**src/rtl/mem_store_buffer_pkg.sv**
```systemverilog
// Shared types for the memory-stage store path: store-type encoding and buffer entry layout.
// The {size, left_or_right} encoding matches the load-type encoding of the write-back extractor.
package mem_store_buffer_pkg;

  typedef struct packed {
    logic [1:0] size;          // 00 byte, 01 half, 10 word
    logic [1:0] left_or_right; // 00 plain, 01 left, 10 right
  } StoreType;

  localparam StoreType STORETYPE_SB  = '{size: 2'b00, left_or_right: 2'b00};
  localparam StoreType STORETYPE_SH  = '{size: 2'b01, left_or_right: 2'b00};
  localparam StoreType STORETYPE_SW  = '{size: 2'b10, left_or_right: 2'b00};
  localparam StoreType STORETYPE_SWL = '{size: 2'b10, left_or_right: 2'b01};
  localparam StoreType STORETYPE_SWR = '{size: 2'b10, left_or_right: 2'b10};

  typedef struct packed {
    logic [29:0] addr;
    logic [3:0]  strb;
    logic [31:0] data;
  } SBEntry;

  function automatic logic [31:0] merge_bytes(input logic [31:0] old_data,
                                              input logic [31:0] new_data,
                                              input logic [3:0]  new_strb);
    logic [31:0] res;
    res = old_data;
    for (int b = 0; b < 4; b++) begin
      if (new_strb[b]) res[8*b +: 8] = new_data[8*b +: 8];
    end
    return res;
  endfunction

endpackage

```
**src/rtl/store_align.sv**
```systemverilog
// Combinational store alignment: turns (type, low address bits, rt) into lane strobes,
// lane-replicated write data and the misaligned-address fault flag.
module store_align
  import mem_store_buffer_pkg::*;
(
  input  StoreType    st_type,
  input  logic [1:0]  a,
  input  logic [31:0] rt,
  output logic [3:0]  strb,
  output logic [31:0] data,
  output logic        ades
);

  always_comb begin
    strb = 4'b0000;
    data = 32'h0;
    ades = 1'b0;
    case (st_type)
      STORETYPE_SB: begin
        strb = 4'b0001 << a;
        data = {4{rt[7:0]}};
      end
      STORETYPE_SH: begin
        strb = a[1] ? 4'b1100 : 4'b0011;
        data = {2{rt[15:0]}};
        ades = a[0];
      end
      STORETYPE_SW: begin
        strb = 4'b1111;
        data = rt;
        ades = (a != 2'b00);
      end
      // Unaligned left/right pairs: the left half covers the low lanes up to a.
      STORETYPE_SWL: begin
        case (a)
          2'b00:   begin strb = 4'b0001; data = {24'h0, rt[31:24]}; end
          2'b01:   begin strb = 4'b0011; data = {16'h0, rt[31:16]}; end
          2'b10:   begin strb = 4'b0111; data = {8'h0,  rt[31:8]};  end
          default: begin strb = 4'b1111; data = rt;                 end
        endcase
      end
      STORETYPE_SWR: begin
        case (a)
          2'b00:   begin strb = 4'b1111; data = rt;                 end
          2'b01:   begin strb = 4'b1110; data = {rt[23:0], 8'h0};   end
          2'b10:   begin strb = 4'b1100; data = {rt[15:0], 16'h0};  end
          default: begin strb = 4'b1000; data = {rt[7:0],  24'h0};  end
        endcase
      end
      default: begin
        strb = 4'b0000;
        data = 32'h0;
        ades = 1'b0;
      end
    endcase
  end

endmodule

```
**src/rtl/mem_store_buffer.sv**
```systemverilog
// Store buffer: queues aligned committed stores, merges same-word stores into the youngest
// non-head entry, drains to the data cache over valid/ready, and forwards bytes to loads.
module mem_store_buffer
  import mem_store_buffer_pkg::*;
#(
  parameter int DEPTH = 4
) (
  input  logic        clk,
  input  logic        resetn,
  input  logic        st_valid,
  output logic        st_ready,
  input  logic [31:0] st_addr,
  input  logic [31:0] st_data,
  input  StoreType    st_type,
  output logic        st_ades,
  output logic        dc_req,
  input  logic        dc_ready,
  output logic [31:0] dc_addr,
  output logic [3:0]  dc_wstrb,
  output logic [31:0] dc_wdata,
  input  logic [31:0] ld_addr,
  output logic [3:0]  ld_hit_strb,
  output logic [31:0] ld_hit_data,
  output logic        sb_empty,
  output logic        sb_full
);

  localparam int PW = $clog2(DEPTH);
  localparam int CW = PW + 1;

  logic [PW-1:0]    head_ptr;
  logic [PW-1:0]    tail_ptr;
  logic [PW-1:0]    last_ptr;
  logic [CW-1:0]    count;
  logic [DEPTH-1:0] ent_vld;
  SBEntry           entries [DEPTH];

  logic [3:0]  al_strb;
  logic [31:0] al_data;
  logic        al_ades;
  logic        push;
  logic        merge;
  logic        alloc;
  logic        pop;
  logic        ld_addr_unused;

  store_align u_align (
    .st_type (st_type),
    .a       (st_addr[1:0]),
    .rt      (st_data),
    .strb    (al_strb),
    .data    (al_data),
    .ades    (al_ades)
  );

  assign ld_addr_unused = ^ld_addr[1:0];

  assign sb_empty = (count == '0);
  assign sb_full  = (count == CW'(DEPTH));
  assign st_ready = ~sb_full;
  assign st_ades  = st_valid & al_ades;

  assign last_ptr = tail_ptr - PW'(1);
  assign push     = st_valid & st_ready & ~al_ades;
  // count >= 2 guarantees the tail is not the head, which may already be in flight.
  assign merge    = push & (count >= CW'(2)) & (entries[last_ptr].addr == st_addr[31:2]);
  assign alloc    = push & ~merge;

  assign dc_req   = ~sb_empty;
  assign pop      = dc_req & dc_ready;
  assign dc_addr  = {entries[head_ptr].addr, 2'b00};
  assign dc_wstrb = entries[head_ptr].strb;
  assign dc_wdata = entries[head_ptr].data;

  always_ff @(posedge clk) begin
    if (!resetn) begin
      head_ptr <= '0;
      tail_ptr <= '0;
      count    <= '0;
      ent_vld  <= '0;
    end else begin
      if (pop) begin
        ent_vld[head_ptr] <= 1'b0;
        head_ptr          <= head_ptr + PW'(1);
      end
      if (alloc) begin
        ent_vld[tail_ptr] <= 1'b1;
        tail_ptr          <= tail_ptr + PW'(1);
      end
      case ({alloc, pop})
        2'b10:   count <= count + CW'(1);
        2'b01:   count <= count - CW'(1);
        default: count <= count;
      endcase
    end
  end

  // Entry payload carries no reset; validity is tracked by ent_vld and count.
  always_ff @(posedge clk) begin
    if (alloc) begin
      entries[tail_ptr] <= '{addr: st_addr[31:2], strb: al_strb, data: al_data};
    end else if (merge) begin
      entries[last_ptr] <= '{addr: entries[last_ptr].addr,
                             strb: entries[last_ptr].strb | al_strb,
                             data: merge_bytes(entries[last_ptr].data, al_data, al_strb)};
    end
  end

  // Walk oldest to youngest so the youngest matching entry wins each lane.
  always_comb begin
    logic [PW-1:0] idx;
    idx         = '0;
    ld_hit_strb = 4'b0000;
    ld_hit_data = 32'h0;
    for (int i = 0; i < DEPTH; i++) begin
      idx = head_ptr + PW'(i);
      if (ent_vld[idx] && (entries[idx].addr == ld_addr[31:2])) begin
        for (int b = 0; b < 4; b++) begin
          if (entries[idx].strb[b]) begin
            ld_hit_strb[b]        = 1'b1;
            ld_hit_data[8*b +: 8] = entries[idx].data[8*b +: 8];
          end
        end
      end
    end
  end

endmodule

```
**config.mk**
```make
export PLATFORM = sky130hd
export DESIGN_NAME = mem_store_buffer
export DESIGN_NICKNAME = d
export VERILOG_FILES = /design/src/rtl/mem_store_buffer_pkg.sv /design/src/rtl/store_align.sv /design/src/rtl/mem_store_buffer.sv
export SDC_FILE = /design/constraint.sdc
export NUM_CORES = 1
export LEC_CHECK = 0
export BUFFER_PORTS_ARGS = -buffer_cell sky130_fd_sc_hd__buf_2
export CAP_MARGIN = 20
export CORE_AREA = 3 3 207 209
export CTS_CLUSTER_DIAMETER = 40
export DETAILED_ROUTE_END_ITERATION = 16
export DIE_AREA = 0 0 210 212
export HOLD_SLACK_MARGIN = 0.12
export PLACE_DENSITY = 0.72
export SYNTH_ARGS = -nofsm -noshare
export SYNTH_HDL_FRONTEND = slang
export SYNTH_HIERARCHICAL = 1
export SYNTH_SLANG_ARGS = --single-unit
```
**constraint.sdc**
```tcl
create_clock -name clk -period 23.6 [get_ports clk]
set_clock_uncertainty 0.05 [all_clocks]
set_input_delay 4.72 -clock clk [delete_from_list [all_inputs] [get_ports clk]]
set_output_delay 4.72 -clock clk [all_outputs]
set_load 0.02 [all_outputs]
```
==> impl_metrics.json <==
{
  "yosysWarningCount": 6,
  "drc_errors": 0,
  "grt_overflow_total": 0,
  "hold_ws_ps": 472.5,
  "cts_sinks": 277,
  "netlist_instances": 1815,
  "start_util_pct": 54.75,
  "path_clk_slew_ps": 50,
  "fmax_mhz": 77.81,
  "post_cts_buffers": 0,
  "worst_ep_arrival_time_ps": 8080,
  "area_growth_pct": 11.38,
  "die_h_um": 212,
  "crit_path_max_fanout": 10,
  "crit_required_ps": 18830,
  "final-seq-area_um2": 8204,
  "worst_r2r_endpoint": "entries[1][28]",
  "critPathCaptureType": "output port",
  "rsz0062_at_grt": "false",
  "rr_worst_depth": 11,
  "cts_root_buf": "clkbuf_16",
  "ir_drop_uv": 70.82,
  "crit_top_cell": "buf_2",
  "die_w_um": 210,
  "worst_path_max_delay_cell": "nor4_2",
  "ys_async_sr_fraction_pct": 0,
  "r2r_start": "tail_ptr[0]",
  "post-route-period-util_pct": 54.46,
  "row_count": 74,
  "numCtsBuffers": 44,
  "final_cells": 2460,
  "worst_pin_slew_ps": 1173,
  "cts_tree": "built",
  "timing.critical_path.to": "ld_hit_data[26]",
  "synth-edff-count": 264,
  "grt_pass1_vias": 17330,
  "gp_congestion": 0.9188,
  "netlist_area_um2": 22460,
  "min_path_type": "reg -> reg",
  "cts-resized-gates": 0,
  "drv_slew": 0,
  "avgViaCountPerCell": 7.457,
  "placedCellCount": 2371,
  "wl_per_cell_um": 30.46,
  "port_buffers": 208,
  "ioPinCount": 213,
  "synth_ff_type": "edfxtp_1",
  "drt-total-wl_um": 74940,
  "r2r_slack_ps": 17940,
  "maxCapViolations": 0,
  "grt_pass1_wl_um": 111000,
  "antenna_left": 0,
  "path_cells": "buf_2, xnor2_1, nor4_1, a21oi_1, nor4_2, o2111ai_1, a311oi_1, buf_2",
  "grt_max_degree": 144,
  "core-area_um2": 41020,
  "syn_avg_cell_area_um2": 12.37,
  "setup-violations-final": 0,
  "antenna_found_initial": 6,
  "cp_num_buf_inv": 2,
  "worstSetupPathDepth": 8,
  "setup_tns_ps": 0,
  "leakagePower_nw": 8.113,
  "startpoint": "ld_addr[3]",
  "worstSetupPathType": "in -> out",
  "multi_input_area_um2": 13250,
  "nets": 2005,
  "fin_crit_ps": 12850,
  "timing.slew.headroom_pct": 21.71,
  "cpPeakStageDelay_ps": 1090,
  "powerDensity_nw_per_um2": 100.7,
  "drtIter0Drc": 2300,
  "power_w": 0.002520,
  "clk_path_buf_depth": 3,
  "grt_usage_pct": 32.81,
  "post_route_cells_drive_above_1_share_pct": 32.97,
  "ys_seq_area_share_pct": 36.46,
  "cts_max_level": 2,
  "ys_ff_latch": 277,
  "clock_latency_ps": 580,
  "finalHoldViolCount": 0,
  "outcome": "completed",
  "final_cell_mix": "edfxtp_1 (264), buf_2 (208), mux4_2 (184)",
  "vias": 18340,
  "critPathTopFamily": "simple AND/OR/NAND/NOR gates",
  "cp-start-kind": "input port",
  "hpwlAfterDp_um": 49950,
  "die-area_um2": 44520,
  "synth_cell_types": 89,
  "fillCellCount": 3192,
  "first_pass_iters": 9,
  "final_common_cell": "edfxtp_1",
  "holdBufCountCts": 0
}
## routing by layer
metal	vias to the layer above	global-route usage, %	part of all wire (%)
met5	-	0	0.053
li1	7638	-	-
met1	9174	45.49	38
met3	207	7.260	12
met4	8	12.53	3.8
met2	1317	51.20	47
## metrics by stage
step                      utilization, %  cell area [µm²]  worst slack (ps)
after floorplan                        -            22460             11420
after global placement             57.12            23430             10840
after detailed placement           57.19            23460             10900
after CTS                          60.80            24940             10870
after global routing               60.98            25010             10790
final                              60.98            25010             10750
## sequential cells by signal, indices dropped and copies added, names as in the netlist, named ones only
register	count
head_ptr	2
count	3
ent_vld	4
entries	264
tail_ptr	2
## final cells by class
type / instances / area share [%]
inverters: 23 / 0.3452
repair buffers: 238 / 5.273
well taps: 532 / 2.661
clock buffers: 53 / 4.663
diodes: 2 / 0.02001
clock inverters: 28 / 1.271
multi-input cells: 1307 / 52.96
flip-flops and latches: 277 / 32.80
## logic make-up (layout without fill, tap and decap cells)
logic type	after synthesis	in the layout	synth area share, %
mux	446	446	31.02
xor+xnor	140	140	5.460
compound gates	386	386	13.68
flops	277	277	36.46
simple gates	323	323	7.817
buf+inv	232	342	4.942
other cells	1	4	0.01670
fa+ha+maj	10	10	0.5906
## tightest hold or removal path, stage by stage (launching register included)
cell,delay (ps)
dfxtp_1,330
xor2_1,60
nor2_1,90
## how the worst min path moves through the flow
| stage | end | start | slack (ps) | cells past startpoint |
|---|---|---|---|---|
| floorplan | count[2] | count[2] | 420 | 2 |
| global placement | count[2] | count[2] | 440 | 2 |
| detailed placement | count[0] | count[0] | 460 | 2 |
| CTS | count[0] | count[0] | 470 | 2 |
| global route | count[0] | count[0] | 500 | 2 |
| finish | count[0] | count[0] | 470 | 2 |
## Yosys cell counts, drive strengths merged (17+ instances only)
| cell type | instances | area, µm² |
|---|---|---|
| a2111oi | 36 | 334.1 |
| a21oi | 75 | 386.6 |
| a311oi | 32 | 286.5 |
| buf | 99 | 609.3 |
| clkbuf | 110 | 414.1 |
| edfxtp | 264 | 7928 |
| inv | 21 | 78.82 |
| mux2 | 85 | 957.2 |
| mux2i | 172 | 1734 |
| mux4 | 189 | 4275 |
| nand2 | 71 | 269.0 |
| nand4 | 29 | 181.4 |
| nor2 | 76 | 295.3 |
| nor3 | 45 | 241.5 |
| nor4 | 19 | 183.9 |
| o2111ai | 72 | 661.9 |
| o21ai | 27 | 135.1 |
| o2bb2ai | 24 | 210.2 |
| xnor2 | 123 | 1077 |
| xor2 | 17 | 148.9 |
## power breakdown
part	internal (W)	switching (W)	total, W
combinational	0.000505	0.000701	0.00121
sequential	0.000589	0.0000695	0.000659
clock	0.000405	0.000250	0.000655
(Power assumes the default switching activity.)
